## config.mk

```make
export PLATFORM = sky130hd
export DESIGN_NAME = led_chaser
export DESIGN_NICKNAME = d
export VERILOG_FILES = /design/src/rtl/led_chaser.sv
export SDC_FILE = /design/constraint.sdc
export NUM_CORES = 1
export LEC_CHECK = 0
export CORE_UTILIZATION = 41
export DETAILED_ROUTE_END_ITERATION = 12
export SLEW_MARGIN = 30
export SYNTH_ARGS = -nofsm -noshare
export SYNTH_HDL_FRONTEND = slang
export SYNTH_SLANG_ARGS = --single-unit
```

## constraint.sdc

```tcl
create_clock -name clk -period 2.09 [get_ports clk]
set_input_delay 0.418 -clock clk [delete_from_list [all_inputs] [get_ports clk]]
set_output_delay 0.418 -clock clk [all_outputs]
set_load 0.02 [all_outputs]
```

## src/rtl/led_chaser.sv

```systemverilog
// led_chaser: parametrised LED pattern generator (rotate left/right, bounce,
// blink-all) stepped by an internal prescaler tick.
// Optional build macro: LED_CHASER_SPEED_SEL_EN adds a speed[1:0] input that
// stretches the step period to CLK_DIV<<speed clk cycles.
module led_chaser #(
  parameter int unsigned N_LEDS     = 4,
  parameter int unsigned CLK_DIV    = 10000000,
  parameter bit          ACTIVE_LOW = 1'b1,
  localparam int unsigned POS_W     = (N_LEDS > 1) ? $clog2(N_LEDS) : 1
) (
  input  logic              clk,
  input  logic              rst,
  input  logic              en,
  input  logic [1:0]        mode,
`ifdef LED_CHASER_SPEED_SEL_EN
  input  logic [1:0]        speed,
`endif
  output logic [N_LEDS-1:0] led,
  output logic [POS_W-1:0]  pos,
  output logic              step
);

  typedef enum logic [1:0] {
    MODE_LEFT   = 2'b00,
    MODE_RIGHT  = 2'b01,
    MODE_BOUNCE = 2'b10,
    MODE_BLINK  = 2'b11
  } mode_e;

  typedef enum logic {
    DIR_UP   = 1'b0,
    DIR_DOWN = 1'b1
  } dir_e;

  localparam logic [31:0]       CNT_MAX  = 32'(CLK_DIV - 1);
  localparam logic [POS_W-1:0]  POS_LAST = POS_W'(N_LEDS - 1);
  localparam logic [POS_W-1:0]  POS_ONE  = POS_W'(1);
  localparam logic [N_LEDS-1:0] PAT_RST  = N_LEDS'(1);
  localparam logic [N_LEDS-1:0] LED_RST  = ACTIVE_LOW ? ~PAT_RST : PAT_RST;

  logic [31:0]       cnt_q, cnt_d;
  logic [POS_W-1:0]  pos_q, pos_d;
  dir_e              dir_q, dir_d;
  logic              phase_q, phase_d;
  logic              step_q, step_d;
  logic [N_LEDS-1:0] led_q, led_d;
  logic [N_LEDS-1:0] pat;
  logic              base_tick;
  logic              tick;
  mode_e             mode_s;

  assign mode_s = mode_e'(mode);

  // Base prescaler: counts enabled cycles, fires base_tick on wrap.
  always_comb begin
    cnt_d     = cnt_q;
    base_tick = 1'b0;
    if (en) begin
      if (cnt_q == CNT_MAX) begin
        cnt_d     = '0;
        base_tick = 1'b1;
      end else begin
        cnt_d = cnt_q + 32'd1;
      end
    end
  end

`ifdef LED_CHASER_SPEED_SEL_EN
  logic [2:0] post_q, post_d;
  logic [1:0] speed_q, speed_d;
  logic [2:0] post_lim;
  logic [2:0] post_cur;

  // Post-divider: counts base ticks up to 2^speed; a speed change seen at a
  // base tick restarts the count from zero under the new setting.
  always_comb begin
    post_d   = post_q;
    speed_d  = speed_q;
    post_cur = post_q;
    tick     = 1'b0;
    case (speed)
      2'd0:    post_lim = 3'd0;
      2'd1:    post_lim = 3'd1;
      2'd2:    post_lim = 3'd3;
      default: post_lim = 3'd7;
    endcase
    if (base_tick) begin
      speed_d  = speed;
      post_cur = (speed != speed_q) ? 3'd0 : post_q;
      if (post_cur == post_lim) begin
        post_d = '0;
        tick   = 1'b1;
      end else begin
        post_d = post_cur + 3'd1;
      end
    end
  end

  // Post-divider registers.
  always_ff @(posedge clk) begin
    if (rst) begin
      post_q  <= '0;
      speed_q <= '0;
    end else begin
      post_q  <= post_d;
      speed_q <= speed_d;
    end
  end
`else
  assign tick = base_tick;
`endif

  // Pattern next state: mode is only consulted on tick cycles.
  always_comb begin
    pos_d   = pos_q;
    dir_d   = dir_q;
    phase_d = phase_q;
    led_d   = led_q;
    step_d  = tick;
    pat     = '0;
    if (tick) begin
      dir_d   = DIR_UP;
      phase_d = 1'b0;
      case (mode_s)
        MODE_LEFT: begin
          pos_d = (pos_q == POS_LAST) ? '0 : pos_q + POS_ONE;
        end
        MODE_RIGHT: begin
          pos_d = (pos_q == '0) ? POS_LAST : pos_q - POS_ONE;
        end
        MODE_BOUNCE: begin
          if (N_LEDS == 1) begin
            pos_d = '0;
          end else if (dir_q == DIR_UP) begin
            if (pos_q == POS_LAST) begin
              dir_d = DIR_DOWN;
              pos_d = POS_LAST - POS_ONE;
            end else begin
              dir_d = DIR_UP;
              pos_d = pos_q + POS_ONE;
            end
          end else begin
            if (pos_q == '0) begin
              dir_d = DIR_UP;
              pos_d = POS_ONE;
            end else begin
              dir_d = DIR_DOWN;
              pos_d = pos_q - POS_ONE;
            end
          end
        end
        default: begin
          phase_d = ~phase_q;
        end
      endcase
      if (mode_s == MODE_BLINK) begin
        pat = {N_LEDS{phase_d}};
      end else begin
        for (int unsigned i = 0; i < N_LEDS; i++) begin
          pat[i] = (pos_d == POS_W'(i));
        end
      end
      led_d = ACTIVE_LOW ? ~pat : pat;
    end
  end

  // State registers; reset returns to one-hot bit 0, moving up.
  always_ff @(posedge clk) begin
    if (rst) begin
      cnt_q   <= '0;
      pos_q   <= '0;
      dir_q   <= DIR_UP;
      phase_q <= 1'b0;
      step_q  <= 1'b0;
      led_q   <= LED_RST;
    end else begin
      cnt_q   <= cnt_d;
      pos_q   <= pos_d;
      dir_q   <= dir_d;
      phase_q <= phase_d;
      step_q  <= step_d;
      led_q   <= led_d;
    end
  end

  assign led  = led_q;
  assign pos  = pos_q;
  assign step = step_q;

endmodule
```

==> results.sh, run 1 <==
export IMPL_firstDrtPassIters=4
export IMPL_crit_type="input port to flop"
export IMPL_crit_fanout=3
export IMPL_grt_pass1_vias=1529
export IMPL_slew_violations=0
export IMPL_vias=1685
export IMPL_layout_common_cells="dfxtp_1, nor2_1, buf_4"
export IMPL_skew_ps=3.11
export IMPL_ir_drop_mv=0.322
export IMPL_drc=0
export IMPL_drt_iter0_drc=95
export IMPL_antenna_found_initial=0
export IMPL_synth_area_mm2=0.00211
export IMPL_syn_inst=229
export IMPL_diodes=0
export IMPL_cts_buffers=5
export IMPL_num_rows=25
export IMPL_cts_tree="done"
export IMPL_pre_cts_ws_ps=-81.0
export IMPL_final_common_cell="dfxtp_1"
export IMPL_hold_slack_ps=478
export IMPL_crit_chain="clkdlybuf4s50_1 > nand3_2 > or2_2 > nor4_4 > nor2b_1 > a211o_1"
export IMPL_clockBufferDepth=2
export IMPL_final_nets=271
export IMPL_synth_cell_types=47
export IMPL_min_period_over_period=0.889
export IMPL_syn_avg_cell_area_um2=9.22
export IMPL_clk_latency_ps=290
export IMPL_drtAntennaViolNets=0
export IMPL_cts_root_buf="clkbuf_8"
export IMPL_outcome="finished, final reports clean"
export IMPL_start_util=0.436
export IMPL_finalHoldViolCount=0
export IMPL_max_cap_viol_count=0
export IMPL_worstPathArrival_ps=2050
export IMPL_cts_resized=0
export IMPL_dp_final_hpwl_mm=3.09
export IMPL_grt_max_degree=28
export IMPL_cts_setup_buffers=0
export IMPL_hold_class="flop to flop"
export IMPL_ys_warnings_count=0
export IMPL_wl_mm=4.18
export IMPL_grt_use_total=0.172
export IMPL_cp_end_kind="flop"
export IMPL_drive_above_1_share=0.186
export IMPL_maxSlewHeadroom=0.687
export IMPL_gp_congestion=0.792
export IMPL_vias_per_cell=5.11
export IMPL_power_density_mw_per_mm2=621
export IMPL_ys_ff_latch=41
export IMPL_clock_sinks=41
export IMPL_layout_setup_ws_ps=233
export IMPL_setup_tns_ps=0
export IMPL_power_mw=1.60
export IMPL_utilization=0.530
export IMPL_setup_viol=0
export IMPL_rsz0062_at_grt="no"
export IMPL_ys_seq_area_frac=0.389
export IMPL_path_clk_slew_ps=80
export IMPL_syn2layout_area_growth_pct=21.7
export IMPL_worst_pin_slew_ps=470
export IMPL_ios=12
export IMPL_worst_setup_path_start_kind="input port"
export IMPL_grt_remaining_overflow=0
export IMPL_slowest_delay_ps=510
export IMPL_grt_pass1_wl_mm=6.97
export IMPL_p_leak_nw=0.951
export IMPL_syn_num_nets=238
export IMPL_routedWlPerCell_um=12.7
export IMPL_cts_hold_buffers=0
export IMPL_fmax_ghz=0.538
export IMPL_coreArea_mm2=0.00485
export IMPL_die_y_um=73.8
export IMPL_period_needed_ps=1860
export IMPL_die_w_um=73.8
export IMPL_die_area_mm2=0.00544
export IMPL_io_buffers=11
export IMPL_crit_required_ps=2280
export IMPL_ctsHtreeMaxLevel=2
export IMPL_cpMaxStageDelayCell="clkdlybuf4s50_1"
[logic make-up (layout without fill, tap and decap cells)]
logic type	count (synthesis)	in the layout	share of synthesized area
simple gates	118	118	0.354
flops	41	41	0.389
xor+xnor	28	28	0.116
compound gates	22	22	0.0687
buf+inv	11	45	0.0255
mux	5	5	0.0237
fa+ha+maj	4	4	0.0237
[synth_stat cells (all sizes together)]
cell,instances,area share
a211o,2,0.0083
a211oi,1,0.0036
a21oi,9,0.021
a22o,1,0.0041
a31oi,1,0.0030
and2,2,0.0059
and3,5,0.015
and4,2,0.0083
and4b,1,0.0047
and4bb,1,0.0059
buf,4,0.013
clkbuf,1,0.0018
dfxtp,41,0.39
ha,4,0.024
inv,6,0.011
mux2i,5,0.024
nand2,10,0.018
nand2b,3,0.0089
nand3,14,0.047
nand3b,1,0.0036
nand4,12,0.043
nand4b,1,0.0041
nand4bb,1,0.0077
nor2,41,0.074
nor2b,2,0.0059
nor3,5,0.017
nor4,10,0.057
nor4b,1,0.0071
o21ai,2,0.0047
o221ai,3,0.012
o22a,1,0.0041
o22ai,1,0.0030
o41ai,1,0.0041
or2,3,0.0089
or3,2,0.0059
or4,1,0.0053
xnor2,12,0.050
xor2,16,0.066
[registers in the layout, indices dropped and copies added, names as in the netlist]
signal   flops
cnt_q       32
dir_q        1
led          4
phase_q      1
pos          2
step         1
[cell type report]
type / count / area (um^2)
tap: 67 / 83.8
clock buffer: 5 / 68.8
inverter: 6 / 22.5
clock inverter: 3 / 65.1
fill: 432 / 2280
sequential: 41 / 821
multi-input combinational: 177 / 1240
timing repair buffer: 31 / 273
[metal layers]
metal / up-vias / wire (um) / track usage
met1: 774 / 2250 / 0.241
met2: 23 / 1740 / 0.252
li1: 881 / - / -
met3: 7 / 134 / 0.0412
met5: - / 0 / 0
met4: 0 / 58 / 0.0705
[through the flow]
step,instance area [um^2],std cells
2_1_floorplan,2110,229
3_3_place_gp,2440,322
3_5_place_dp,2440,322
4_1_cts,2570,330
5_1_grt,2570,330
6_report,2570,330
[worst paths after layout]
check,from,end,cells after the start,slack (ps)
max,en,led[1]$_SDFFE_PP1P_,6,230
min,led[0]$_SDFFE_PP0P_,led[0]$_SDFFE_PP0P_,2,480
max reg2reg,cnt_q[0]$_SDFFE_PP0P_,led[1]$_SDFFE_PP1P_,6,280
min reg2reg,led[0]$_SDFFE_PP0P_,led[0]$_SDFFE_PP0P_,2,480
[worst max-delay path, delay by kind of cell]
family | cells | cell delay (ps)
buf+inv | 1 | 510
compound gates | 1 | 270
simple gates | 4 | 850
[power breakdown]
part           switching [mW]  leakage [nW]  internal, mW
registers             0.00417         0.331         0.784
logic                  0.0317         0.553        0.0259
clock network           0.277        0.0681         0.474
total                   0.313         0.951          1.28
Note: power is estimated with default switching activity, not from simulation.
==> run 2: changes to the inputs <==
--- a/config.mk
+++ b/config.mk
@@ -7,6 +7,7 @@
 export LEC_CHECK = 0
 export CORE_UTILIZATION = 41
 export DETAILED_ROUTE_END_ITERATION = 12
+export DONT_BUFFER_PORTS = 1
 export SLEW_MARGIN = 30
 export SYNTH_ARGS = -nofsm -noshare
 export SYNTH_HDL_FRONTEND = slang
==> results.sh, run 2 (synthesis results as in run 1) <==
export IMPL_maxSlewHeadroom=0.701
export IMPL_crit_required_ps=2270
export IMPL_syn2layout_area_growth_pct=11.0
export IMPL_cts_setup_buffers=0
export IMPL_final_common_cell="dfxtp_1"
export IMPL_grt_max_degree=28
export IMPL_die_y_um=73.8
export IMPL_max_cap_viol_count=0
export IMPL_power_density_mw_per_mm2=573
export IMPL_utilization=0.484
export IMPL_die_w_um=73.8
export IMPL_vias_per_cell=5.27
export IMPL_gp_congestion=0.779
export IMPL_worst_setup_path_start_kind="flop"
export IMPL_io_buffers=0
export IMPL_coreArea_mm2=0.00485
export IMPL_rsz0062_at_grt="no"
export IMPL_clock_sinks=41
export IMPL_drtAntennaViolNets=0
export IMPL_layout_setup_ws_ps=194
export IMPL_dp_final_hpwl_mm=3.08
export IMPL_cts_tree="done"
export IMPL_p_int_mw=1.06
export IMPL_slowest_delay_ps=380
export IMPL_vias=1623
export IMPL_combPwrFrac=0.027
export IMPL_grt_remaining_overflow=0
export IMPL_final_nets=250
export IMPL_largest_register_ffs=32
export IMPL_drt_iter0_drc=56
export IMPL_worstSetupStartpoint="cnt_q[0]$_SDFFE_PP0P_"
export IMPL_routedWlPerCell_um=13.6
export IMPL_ctsHtreeMaxLevel=2
export IMPL_pre_cts_ws_ps=162
export IMPL_p_sw_uw=281
export IMPL_top_register="cnt_q"
export IMPL_clk_latency_ps=290
export IMPL_grt_pass1_wl_mm=7.28
export IMPL_reg2reg_from="cnt_q[0]$_SDFFE_PP0P_"
export IMPL_hold_slack_ps=194
export IMPL_crit_fanout=5
export IMPL_slew_violations=0
export IMPL_finalHoldViolCount=0
export IMPL_cpMaxStageDelayCell="dfxtp_1"
export IMPL_hp_start="rst"
export IMPL_worstPathArrival_ps=2070
export IMPL_drc=0
export IMPL_cts_root_buf="clkbuf_8"
export IMPL_min_period_over_period=0.907
export IMPL_cp_end_kind="flop"
export IMPL_antenna_found_initial=0
export IMPL_die_area_mm2=0.00544
export IMPL_crit_chain="ha_1 > nand3_2 > or2_2 > nor4_4 > nor2b_1 > a211o_1"
export IMPL_p_sw_frac=0.209
export IMPL_power_mw=1.34
export IMPL_drive_above_1_share=0.158
export IMPL_setup_viol=0
export IMPL_start_util=0.436
export IMPL_setup_tns_ps=0
export IMPL_seqPwrFrac=0.587
export IMPL_path_clk_slew_ps=80
export IMPL_skew_ps=7.70
export IMPL_clockPowerShare=0.385
export IMPL_num_rows=25
export IMPL_cts_buffers=5
export IMPL_p_leak_nw=0.841
export IMPL_layout_common_cells="dfxtp_1, nor2_1, xor2_1"
export IMPL_firstDrtPassIters=4
export IMPL_ir_drop_mv=0.368
export IMPL_outcome="finished, final reports clean"
export IMPL_ios=12
export IMPL_cts_hold_buffers=0
export IMPL_fmax_ghz=0.528
export IMPL_crit_type="flop to flop"
export IMPL_grt_use_total=0.178
export IMPL_clockBufferDepth=2
export IMPL_hold_class="input port to flop"
export IMPL_cts_resized=0
export IMPL_wl_mm=4.18
export IMPL_diodes=0
export IMPL_grt_pass1_vias=1552
export IMPL_worst_pin_slew_ps=448
export IMPL_period_needed_ps=1900
run 2: path summary, 6_finish.rpt:
check | end | slack [ps] | depth (start not counted)
min reg2reg | dir_q$_SDFFE_PP0P_ | 500 | 2
min | cnt_q[8]$_SDFFE_PP0P_ | 190 | 1
max | led[1]$_SDFFE_PP1P_ | 190 | 6
max reg2reg | led[1]$_SDFFE_PP1P_ | 190 | 6
run 2: cell type report:
class                      instances  area (um^2)
tap                               67         83.8
multi-input combinational        177         1240
inverter                           6         22.5
sequential                        41          821
fill                             487         2500
timing repair buffer              10         87.6
clock buffer                       7         86.3
run 2: power by group through the flow:
| stage | combinational, mW | sequential (mW) | clock (mW) |
|---|---|---|---|
| 5_1_grt | 0.0422 | 0.789 | 0.571 |
| 2_1_floorplan | 0.0324 | 0.806 | 0 |
| 3_3_place_gp | 0.0376 | 0.807 | 0 |
| 6_report | 0.0369 | 0.789 | 0.518 |
| 4_1_cts | 0.0371 | 0.789 | 0.536 |
| 3_5_place_dp | 0.0369 | 0.807 | 0 |
run 2: metrics by stage:
step | area [um^2] | std cells
final | 2340 | 308
after global routing | 2340 | 308
after CTS | 2340 | 308
after detailed placement | 2250 | 301
after global placement | 2250 | 301
after floorplan | 2110 | 229
run 2: critical path, delay by kind of cell (launching register included):
| family | cells | cell delay, ps |
|---|---|---|
| fa+ha+maj | 1 | 200 |
| simple gates | 4 | 930 |
| compound gates | 1 | 280 |
| flops | 1 | 380 |
run 2: per-layer routing:
layer	up-vias	track usage	wire (um)
li1	852	-	-
met1	750	0.258	2260
met2	16	0.253	1750
met3	5	0.0439	117
met4	0	0.0641	48
met5	-	0	0
==> run 3: changes to the inputs <==
--- a/config.mk
+++ b/config.mk
@@ -8,6 +8,7 @@
 export CORE_UTILIZATION = 41
 export DETAILED_ROUTE_END_ITERATION = 12
 export DONT_BUFFER_PORTS = 1
+export MAX_ROUTING_LAYER = met4
 export SLEW_MARGIN = 30
 export SYNTH_ARGS = -nofsm -noshare
 export SYNTH_HDL_FRONTEND = slang
==> constraint.sdc (replaced) <==
create_clock -name clk -period 2.09 [get_ports clk]
set_input_delay 0.418 -clock clk [delete_from_list [all_inputs] [get_ports clk]]
set_output_delay 0.418 -clock clk [all_outputs]
set_load 0.1 [all_outputs]
==> results.sh, run 3 (synthesis results as in run 1) <==
export IMPL_outcome="finished, final reports clean"
export IMPL_fillers=464
export IMPL_drive_above_1_share=0.182
export IMPL_p_leak_nw=0.864
export IMPL_final_common_cell="nor2_1"
export IMPL_setup_viol=0
export IMPL_min_period_over_period=0.898
export IMPL_cts_resized=0
export IMPL_layout_setup_ws_ps=213
export IMPL_power_mw=1.32
export IMPL_worst_setup_path_start_kind="flop"
export IMPL_period_needed_ps=1880
export IMPL_setup_tns_ps=0
export IMPL_slowest_delay_ps=460
export IMPL_rsz0062_at_grt="no"
export IMPL_slew_violations=0
export IMPL_firstDrtPassIters=4
export IMPL_die_w_um=73.8
export IMPL_grt_pass1_wl_mm=7.21
export IMPL_grt_remaining_overflow=0
export IMPL_grt_pass1_vias=1574
export IMPL_max_cap_viol_count=0
export IMPL_drt_iter0_drc=65
export IMPL_wl_mm=4.07
export IMPL_num_rows=25
export IMPL_drc=0
export IMPL_hold_class="input port to flop"
export IMPL_fin_cells=314
export IMPL_ctsHtreeMaxLevel=2
export IMPL_crit_required_ps=2270
export IMPL_cts_buffers=5
export IMPL_dpl_cell_count=306
export IMPL_final_nets=255
export IMPL_clock_sinks=41
export IMPL_antenna_found_initial=0
export IMPL_gp_congestion=0.794
export IMPL_crit_fanout=7
export IMPL_finalHoldViolCount=0
export IMPL_diodes=0
export IMPL_cts_root_buf="clkbuf_8"
export IMPL_top_register="cnt_q"
export IMPL_crit_type="flop to flop"
export IMPL_cts_setup_buffers=0
export IMPL_cpMaxStageDelayCell="nor4_2"
export IMPL_ir_drop_mv=0.340
export IMPL_worstPathArrival_ps=2060
export IMPL_coreArea_mm2=0.00485
export IMPL_layout_common_cells="nor2_1, dfxtp_1, xor2_1"
export IMPL_syn2layout_area_growth_pct=12.4
export IMPL_io_buffers=0
export IMPL_vias_per_cell=5.28
export IMPL_path_clk_slew_ps=80
export IMPL_pre_cts_ws_ps=207
export IMPL_grt_max_degree=28
export IMPL_clk_latency_ps=290
export IMPL_power_density_mw_per_mm2=556
export IMPL_fmax_ghz=0.533
export IMPL_start_util=0.436
export IMPL_die_area_mm2=0.00544
export IMPL_routedWlPerCell_um=13.0
export IMPL_crit_chain="nor4_2 > nand4bb_2 > nor3_4 > buf_4 > nor2b_1 > a211o_1"
export IMPL_ios=12
export IMPL_skew_ps=5.42
export IMPL_maxSlewHeadroom=0.699
export IMPL_die_y_um=73.8
export IMPL_worst_pin_slew_ps=451
export IMPL_utilization=0.490
export IMPL_vias=1659
export IMPL_cp_end_kind="flop"
export IMPL_clockBufferDepth=2
export IMPL_cts_tree="done"
export IMPL_largest_register_ffs=32
export IMPL_cts_hold_buffers=0
export IMPL_grt_use_total=0.179
export IMPL_dp_final_hpwl_mm=3.01
export IMPL_drtAntennaViolNets=0
[run 3: changes by cell type in the layout (fill, tap and decap cells not counted), sizes merged]
cell,change
buf,+5
clkinv,+2
clkbuf,-1
[run 3: worst max-delay path, delay by kind of cell (launching register included)]
| family | cells | cell delay (ps) |
|---|---|---|
| AND/OR/NAND/NOR | 4 | 970 |
| flip-flops | 1 | 360 |
| AO/OA/AOI/OAI | 1 | 250 |
| buffers and inverters | 1 | 180 |
[run 3: area by class of cell]
type,count,area (um^2),share of cell area
Clock buffer,6,72.6,0.0306
Clock inverter,2,10.0,0.00421
Inverter,6,22.5,0.00948
Multi-Input combinational cell,177,1240,0.521
Sequential cell,41,823,0.347
Tap cell,67,83.8,0.0353
Timing Repair Buffer,15,125,0.0527
[run 3: routing by layer]
layer / track usage / vias up / routed length (um)
met5: - / - / 0
met4: 0.0641 / 0 / 47
met3: 0.0508 / 5 / 170
met2: 0.249 / 24 / 1720
met1: 0.246 / 780 / 2130
li1: - / 850 / -
[run 3: per-stage QoR]
stage | hold slack, ps | instance area [um^2]
floorplan | 467 | 2110
global placement | 477 | 2290
detailed placement | 471 | 2290
CTS | 179 | 2370
global route | 178 | 2370
finish | 192 | 2370
[run 3: final timing paths]
check                                       startpoint                   to  slack [ps]  depth (start not counted)
worst max-delay path            cnt_q[24]$_SDFFE_PP0P_  led[3]$_SDFFE_PP1P_         210                          6
worst min register to register     led[2]$_SDFFE_PP1P_  led[2]$_SDFFE_PP1P_         500                          2
worst min-delay path                               rst  pos[1]$_SDFFE_PP0P_         190                          1
worst max register to register  cnt_q[24]$_SDFFE_PP0P_  led[3]$_SDFFE_PP1P_         210                          6
[run 3: power by group]
part	internal, mW	switching (mW)
Combinational	0.0159	0.0217
Sequential	0.785	0.00422
Clock	0.231	0.262
Total	1.03	0.288
